## src/rtl/bin_to_7seg_scan.sv

```systemverilog
// Binary to multiplexed common-anode 7-segment display driver.
// A free-running double-dabble engine converts `in` to BCD once every IN_WIDTH+2 cycles and
// commits the result atomically to a display register. A scan divider then walks the digits,
// one per scan slot. The output stage is fully registered, so there is no combinational path
// from `in` to any pin.
module bin_to_7seg_scan #(
  parameter int unsigned IN_WIDTH = 14,
  parameter int unsigned N_DIGITS = 4,
  parameter int unsigned CLK_HZ   = 100000000,
  parameter int unsigned SCAN_HZ  = 1000,
  parameter int unsigned BLANK_LZ = 1
) (
  input  logic                clk,
  input  logic                rst_n,
  input  logic [IN_WIDTH-1:0] in,
  input  logic                en,
  output logic [N_DIGITS-1:0] digit_en,
  output logic [6:0]          cSeg,
  output logic                done,
  output logic                overflow
);

  localparam int unsigned BcdW    = 4 * N_DIGITS;
  localparam int unsigned CntW    = $clog2(IN_WIDTH + 1);
  localparam int unsigned TermCnt = CLK_HZ / SCAN_HZ;
  localparam int unsigned DivW    = $clog2(TermCnt);
  localparam int unsigned IdxW    = (N_DIGITS > 1) ? $clog2(N_DIGITS) : 1;

  function automatic longint unsigned pow10(input int unsigned n);
    longint unsigned r;
    r = 1;
    for (int unsigned i = 0; i < n; i++) begin
      r = r * 10;
    end
    return r;
  endfunction

  // Largest value the digit bank can show; anything above it is drawn as dashes.
  localparam longint unsigned MaxDisp = pow10(N_DIGITS) - 1;

  function automatic logic [6:0] seg_decode(input logic [3:0] n);
    logic [6:0] s;
    case (n)
      4'd0:    s = 7'h40;
      4'd1:    s = 7'h79;
      4'd2:    s = 7'h24;
      4'd3:    s = 7'h30;
      4'd4:    s = 7'h19;
      4'd5:    s = 7'h12;
      4'd6:    s = 7'h02;
      4'd7:    s = 7'h78;
      4'd8:    s = 7'h00;
      4'd9:    s = 7'h10;
      default: s = 7'h7F;
    endcase
    return s;
  endfunction

  typedef enum logic [1:0] {StIdle, StShift, StCommit} state_e;

  state_e                state_q, state_d;
  logic [IN_WIDTH-1:0]   bin_q, bin_d;
  logic [BcdW-1:0]       bcd_q, bcd_d;
  logic [BcdW-1:0]       bcd_adj;
  logic [CntW-1:0]       cnt_q, cnt_d;
  logic                  ovf_pend_q, ovf_pend_d;
  logic [BcdW-1:0]       disp_q, disp_d;
  logic                  overflow_q, overflow_d;
  logic                  done_q, done_d;

  logic [DivW-1:0]       div_q, div_d;
  logic [IdxW-1:0]       idx_q, idx_d;

  logic [N_DIGITS-1:0]   digit_en_q, digit_en_d;
  logic [6:0]            cseg_q, cseg_d;
  logic [3:0]            cur_nib;
  logic                  upper_zero;

  // Double-dabble correction: add 3 to every BCD nibble that is 5 or more before shifting.
  always_comb begin
    bcd_adj = bcd_q;
    for (int unsigned k = 0; k < N_DIGITS; k++) begin
      if (bcd_q[4*k +: 4] >= 4'd5) begin
        bcd_adj[4*k +: 4] = bcd_q[4*k +: 4] + 4'd3;
      end
    end
  end

  // Converter next state: capture, IN_WIDTH shift steps, then commit to the display register.
  always_comb begin
    state_d    = state_q;
    bin_d      = bin_q;
    bcd_d      = bcd_q;
    cnt_d      = cnt_q;
    ovf_pend_d = ovf_pend_q;
    disp_d     = disp_q;
    overflow_d = overflow_q;
    done_d     = 1'b0;
    unique case (state_q)
      StIdle: begin
        bin_d      = in;
        bcd_d      = '0;
        cnt_d      = CntW'(IN_WIDTH);
        // The shift register is consumed by the conversion, so judge overflow at capture.
        ovf_pend_d = (64'(in) > MaxDisp);
        state_d    = StShift;
      end
      StShift: begin
        // The top BCD bit falls off here; overflow is tracked separately.
        bcd_d = {bcd_adj[BcdW-2:0], bin_q[IN_WIDTH-1]};
        bin_d = bin_q << 1;
        cnt_d = cnt_q - CntW'(1);
        if (cnt_q == CntW'(1)) begin
          state_d = StCommit;
        end
      end
      StCommit: begin
        disp_d     = bcd_q;
        overflow_d = ovf_pend_q;
        done_d     = 1'b1;
        state_d    = StIdle;
      end
      default: state_d = StIdle;
    endcase
  end

  // Converter state registers.
  always_ff @(posedge clk or negedge rst_n) begin
    if (!rst_n) begin
      state_q    <= StIdle;
      bin_q      <= '0;
      bcd_q      <= '0;
      cnt_q      <= '0;
      ovf_pend_q <= 1'b0;
      disp_q     <= '0;
      overflow_q <= 1'b0;
      done_q     <= 1'b0;
    end else begin
      state_q    <= state_d;
      bin_q      <= bin_d;
      bcd_q      <= bcd_d;
      cnt_q      <= cnt_d;
      ovf_pend_q <= ovf_pend_d;
      disp_q     <= disp_d;
      overflow_q <= overflow_d;
      done_q     <= done_d;
    end
  end

  // Scan divider and digit index: advance one digit per divider wrap.
  always_comb begin
    div_d = div_q + DivW'(1);
    idx_d = idx_q;
    if (div_q == DivW'(TermCnt - 1)) begin
      div_d = '0;
      idx_d = (idx_q == IdxW'(N_DIGITS - 1)) ? '0 : idx_q + IdxW'(1);
    end
  end

  // Scan registers.
  always_ff @(posedge clk or negedge rst_n) begin
    if (!rst_n) begin
      div_q <= '0;
      idx_q <= '0;
    end else begin
      div_q <= div_d;
      idx_q <= idx_d;
    end
  end

  // Leading-zero detect: true when the current nibble and every higher nibble are zero.
  always_comb begin
    cur_nib    = disp_q[{idx_q, 2'b00} +: 4];
    upper_zero = 1'b1;
    for (int unsigned k = 0; k < N_DIGITS; k++) begin
      if ((IdxW'(k) >= idx_q) && (disp_q[4*k +: 4] != 4'd0)) begin
        upper_zero = 1'b0;
      end
    end
  end

  // Output stage next values: enable gating, overflow dashes, blanking, then digit decode.
  always_comb begin
    digit_en_d = '1;
    cseg_d     = 7'h7F;
    if (en) begin
      digit_en_d = ~(N_DIGITS'(1) << idx_q);
      if (overflow_q) begin
        cseg_d = 7'h3F;
      end else if ((BLANK_LZ != 0) && (idx_q != '0) && upper_zero) begin
        cseg_d = 7'h7F;
      end else begin
        cseg_d = seg_decode(cur_nib);
      end
    end
  end

  // Output registers; reset leaves every anode and segment dark.
  always_ff @(posedge clk or negedge rst_n) begin
    if (!rst_n) begin
      digit_en_q <= '1;
      cseg_q     <= 7'h7F;
    end else begin
      digit_en_q <= digit_en_d;
      cseg_q     <= cseg_d;
    end
  end

  assign digit_en = digit_en_q;
  assign cSeg     = cseg_q;
  assign done     = done_q;
  assign overflow = overflow_q;

endmodule
```

## config.mk

```make
export PLATFORM = sky130hd
export DESIGN_NAME = bin_to_7seg_scan
export DESIGN_NICKNAME = d
export VERILOG_FILES = /design/src/rtl/bin_to_7seg_scan.sv
export SDC_FILE = /design/constraint.sdc
export NUM_CORES = 1
export LEC_CHECK = 0
export CORE_AREA = 2 2 113 71
export CTS_CLUSTER_DIAMETER = 50
export CTS_CLUSTER_SIZE = 40
export DETAILED_ROUTE_END_ITERATION = 8
export DIE_AREA = 0 0 115 73
export PLACE_DENSITY = 0.77
export SYNTH_ARGS = -nofsm -noshare
export SYNTH_HDL_FRONTEND = slang
export SYNTH_SLANG_ARGS = --single-unit
```

## constraint.sdc

```tcl
create_clock -name clk -period 2.47 [get_ports clk]
set_input_delay 0.6175 -clock clk [delete_from_list [all_inputs] [get_ports clk]]
set_output_delay 0.6175 -clock clk [all_outputs]
set_load 0.01 [all_outputs]
```

**After elaboration in Yosys (flattened, before gate mapping)**

Memory sizes are Yosys's and may differ from the RTL's.
Index checks and enable logic that the tools add are counted.
W data, S select, Z words.

- Shift operators: 2
- Eq/ne operators: 6
- Muxes and demuxes: 20
- Bitwise operators: 1
- Reduce and logical (&&, ||, !) cells: 12
- $lt $le $gt $ge: 9
- Add/subtract/negate cells: 7

Operator list:

| cell | number |
|---|---|
| $pmux W16 S2 | 1 |
| $pmux W14 S2 | 1 |
| $mux W7 | 3 |
| $add A17 B1 Y17 const B | 1 |
| $eq A17 B17 Y1 const B | 1 |
| $mux W17 | 1 |
| $ge A4 B3 Y1 const B | 4 |
| $mux W4 | 4 |
| $reduce_bool A4 Y1 | 4 |
| $shiftx A16 B5 Y4 | 1 |
| $gt A14 B14 Y1 const B | 1 |
| $add A4 B2 Y4 const B | 3 |
| $pmux W4 S2 | 1 |
| $logic_and A1 B1 Y1 | 5 |
| $mux W1 | 5 |
| $eq A2 B2 Y1 const B | 2 |
| $eq A4 B1 Y1 const B | 1 |
| $ge A1 B2 Y1 const A | 2 |
| $ge A2 B2 Y1 const A | 2 |
| $mux W2 | 2 |
| $not A4 Y4 | 1 |
| $pmux W2 S2 | 1 |
| $reduce_bool A2 Y1 | 2 |
| $shl A1 B2 Y4 const A | 1 |
| 7 further kinds | 7 |

- Logic and storage cells: 70
- Register bits: 85
- Output and inout port bits: 13
- Memories: 1
- Memory bits (read-only): 112
- Input port bits: 17

Memory list:

| memory | depth | width | read ports | clocked after memory_dff | write ports | line | RTL |
|---|---|---|---|---|---|---|---|
| (no name shown) | 16 | 7 | 1 | 0 | 0 | 43 | `case (n)` |

**Longest topological paths before layout**

- Word-level depth: 10
- Gate-level depth with buffers: 7
- Gate-level depth less buffers: 6

**Least setup slack after synthesis**

Ideal clock, no wire load.

- Kind: reg-to-reg
- Start point: register idx_q[0]
- End point: register cseg_q[3] (netlist: cSeg[3])
- Period minus slack after synthesis: 1.846 ns
- Library setup time: 0.093 ns
- Required time: 2.377 ns
- Cell stages (with the launch flop): 7
- Slack: 0.624 ns
- Data arrival time: 1.753 ns
- Buffers on the path: 1
- Cells stage by stage: dfrtp_1 buf_6 mux4_1 ha_1 or2_0 a21oi_1 o21ai_1

- Longest elaborated chain between the ends: 10
- Elaborated cells on any way between the ends: 19
- Classes of those cells: order compare (4); shift (1); mux (7); reduce/logical (6); memory (1)

RTL lines:

| element | line | RTL |
|---|---|---|
| start: declaration | 72 | `logic [IdxW-1:0] idx_q, idx_d;` |
| start signal: assignment | 167 | `idx_q <= idx_d;` |
| branches (longest 7 deep; another with $mem_v2 Z16 W7) | - |  |
| $mux W7 * | 190 | `end else if ((BLANK_LZ != 0) && (idx_q != '0) && upper_zero) begin` |
| $mux W7 * | 188 | `if (overflow_q) begin` |
| $mux W7 * | 186 | `if (en) begin` |
| named net cseg_d[3] | 75 | `logic [6:0] cseg_q, cseg_d;` |
| end signal: assignment | 205 | `cseg_q <= cseg_d;` |
| end: declaration | 75 |  |

Mark *: on every way through the listed nets, which the timed path passes.
A chain may end at the register's enable or synchronous reset.

**Worst setup path in the final report**

- Start point: register idx_q[0]
- End point: register cseg_q[4] (netlist: cSeg[4])

The elaborated chain is that of the path after synthesis.

==> reports/results.txt <==
Outcome - finished clean
Max VDD drop - 352 uV
Sequential power share - 48.4%
Die W - 115 um
Clk_skew - 0.00591 ns
DR iter-0 viols - 151
CTS tree - built
DRT antenna net count - 0
Seq/Total Area, Yosys - 50.8%
Area of the core - 7510 um2
Worst-Skew Late Latency - 0.35 ns
Max incr delay on CP - 0.69 ns
Total net switching power - 876 uW
Final TNS setup - 0 ns
Part of the cycle the worst path needs - 82.4%
Hold Vio Cnt, Final - 0
Slowest stage cell, crit path - mux4_1
Pleak - 2.22 nW
CTS clk-pin slew, worst paths - 0.06 ns
Rel. slew slack - 69.9%
Maximum capacitance violations - 0
DIE HEIGHT - 73 um
Yosys cell types - 50
Final Critical Period - 2.04 ns
Post-CTS sizing - 0
Syn Inst Count - 393
Share of layout cells above drive strength 1 - 12.2%
Layout fillers - 609
Via count - 2885
Storage cell area - 2140 um2
Vias in the first global route - 2946
Crit path DAT - 2.29 ns
Clock root cell - clkbuf_16
Largest net degree at the start of global routing - 86
F_max - 491 MHz
Cell Rows - 25
Via density - 5.55
Startpoint Class - flip-flop
Post-synth net total - 431
Io pins - 30
GR Util All Layers - 22.2%
Count leader, synth - dfrtp_1
Worst Max-Slew Pin Slew - 0.452 ns
Global-route wire length before repair - 14.1 mm
Internal power - 2.54 mW
Drt pass-1 iters - 4
RD Place Congestion - 0.847
Hold WS - 0.284 ns
Worst endpoint required time - 2.72 ns
RSZ-0062 raised after global routing - false
Post-detailed-route wirelength per cell - 15.6 um
Synth area leader - dfrtp_1
Most frequent cells after synthesis - dfrtp_1, nand2_1, o21ai_0, ha_1, nor2_1
Setup CP Type - reg2reg
Yosys warns - 0
CTS Buffer Depth - 2
Logic pwr share - 15.6%
Avg Cell Area, Syn - 10.7 um2
Starting Density - 56.1%
# H-tree levels - 3
CTS buffer count - 9
Multi-input logic area - 1910 um2
Primary FF master, synth - dfrtp_1
Async SR Flop Fraction - 100%
Number of synthesized flops with an enable pin - 0
CP Cell Sequence - mux4_1 > inv_1 > ha_1 > nor2b_1 > a211oi_1 > o21ai_1
GRT overflow - 0
Synth Cell Area - 4210 um2
Final Slew Violations - 0
Sw Ratio - 25.6%
Synth top area cells - dfrtp_1, dfstp_2, ha_1, o21ai_0, nand2_1
Clock Power Share - 36.0%
Final wirelength - 8.09 mm
Post-CTS Repair Setup Buffers - 0
Initial antenna violation count - 0
Share of the synthesized area in the top cell type - 44.0%
Power Density - 706 nW/um2
DRC - 0
Port Buffer Count - 29
Clk sink count - 85
CTS Hold Bufs - 0
Final layout net count - 459
Yosys reg bits - 85
Detailed Place HPWL - 5.56 mm
Area Growth Syn to Fin - 14.9%
Hold Crit Class - in2async
Crit end category - flip-flop
CP Max Fanout - 10
# diodes - 0
Die footprint - 8400 um2
Number of setup violations in the final report - 0
==> through the flow <==
stage / instance area [um2] / cells / utilization [%] / total power, mW / worst slack [ns]
final: 4840 / 520 / 64.5 / 3.42 / 0.434
after global placement: 4570 / 504 / 60.9 / 2.19 / 0.473
after global routing: 4840 / 520 / 64.5 / 3.59 / 0.285
after detailed placement: 4570 / 504 / 60.9 / 2.21 / 0.439
after floorplan: 4210 / 393 / - / 2.00 / 0.624
after CTS: 4840 / 520 / 64.5 / 3.45 / 0.427
==> path summary, 6_finish.rpt <==
kind | start | end | slack, ns | depth (start not counted)
max reg2reg | idx_q[0]$_DFFE_PN0N_ | cSeg[4]$_DFF_PN1_ | 0.43 | 6
max | idx_q[0]$_DFFE_PN0N_ | cSeg[4]$_DFF_PN1_ | 0.43 | 6
max in group asynchronous | rst_n | cSeg[0]$_DFF_PN1_ | 1.79 | 2
min reg2reg | div_q[0]$_DFF_PN0_ | div_q[0]$_DFF_PN0_ | 0.48 | 1
min in group clk | div_q[0]$_DFF_PN0_ | div_q[0]$_DFF_PN0_ | 0.48 | 1
min | rst_n | bin_q[7]$_DFFE_PN0P_ | 0.28 | 2
==> state kept, by name (all words and copies together) (netlist names) <==
signal,flops
ovf_pend_q,1
bcd_q,16
bin_q,14
disp_q,16
div_q,17
cnt_q,4
cSeg,7
overflow,1
digit_en,4
done,1
state_q,2
idx_q,2
==> area by class of cell <==
| class | count | area share [%] |
|---|---|---|
| tap | 94 | 2.43 |
| clock inverter | 2 | 0.207 |
| multi-input combinational | 273 | 39.4 |
| inverter | 17 | 1.32 |
| timing repair buffer | 35 | 7.14 |
| sequential | 85 | 44.2 |
| clock buffer | 14 | 5.25 |
==> cell usage in the layout, fill, tap and decap left out, types with 6 or more instances in the layout <==
cell | Yosys | routed
clkbuf_16 | 0 | 9
nor2_1 | 20 | 20
xnor2_1 | 9 | 9
mux2i_1 | 14 | 14
dfstp_2 | 11 | 11
mux2_2 | 12 | 12
ha_1 | 21 | 21
a21oi_1 | 15 | 15
xor2_1 | 11 | 11
o21ai_0 | 40 | 40
dfrtp_1 | 74 | 74
nor2b_1 | 7 | 7
nand2b_1 | 7 | 7
a22o_1 | 7 | 7
nand2_1 | 51 | 51
buf_4 | 2 | 6
inv_1 | 17 | 17
clkdlybuf4s50_1 | 0 | 28
==> cell families (layout without fill, tap and decap cells) <==
family                     after synthesis  count (layout)  share of synthesized area, %
and+or+nand+nor                        121             121                          14.7
buffers and inverters                   35              68                          3.89
AOI/OAI and AO/OA                       79              79                          10.8
xor gates and xnor gates                20              20                          4.16
DFF                                     85              85                          50.8
adders and majority gates               21              21                          6.24
muxes                                   32              32                          9.39
==> metal layers <==
metal / routed length (um) / vias to the layer above / global-route usage [%]
met5: 0 / - / 0
met2: 3710 / 36 / 34.4
li1: - / 1408 / -
met4: 114 / 0 / 7.10
met3: 319 / 10 / 7.14
met1: 3950 / 1431 / 30.1
==> critical path: cells and delay by family, from the launching register on <==
family	cells	cell delay [ns]
multiplexers	1	0.69
flip-flops	1	0.58
AO/OA/AOI/OAI	2	0.31
adder cells (fa/ha/maj)	1	0.18
buffers and inverters	1	0.14
AND/OR/NAND/NOR	1	0.05
==> power groups by stage <==
| stage | Combinational, mW | Clock (mW) | Sequential [mW] |
|---|---|---|---|
| finish | 0.533 | 1.23 | 1.65 |
| floorplan | 0.345 | 0 | 1.66 |
| global placement | 0.523 | 0 | 1.67 |
| detailed placement | 0.537 | 0 | 1.68 |
| global route | 0.608 | 1.31 | 1.67 |
| CTS | 0.541 | 1.25 | 1.65 |
Power figures use the tool's default switching activity.
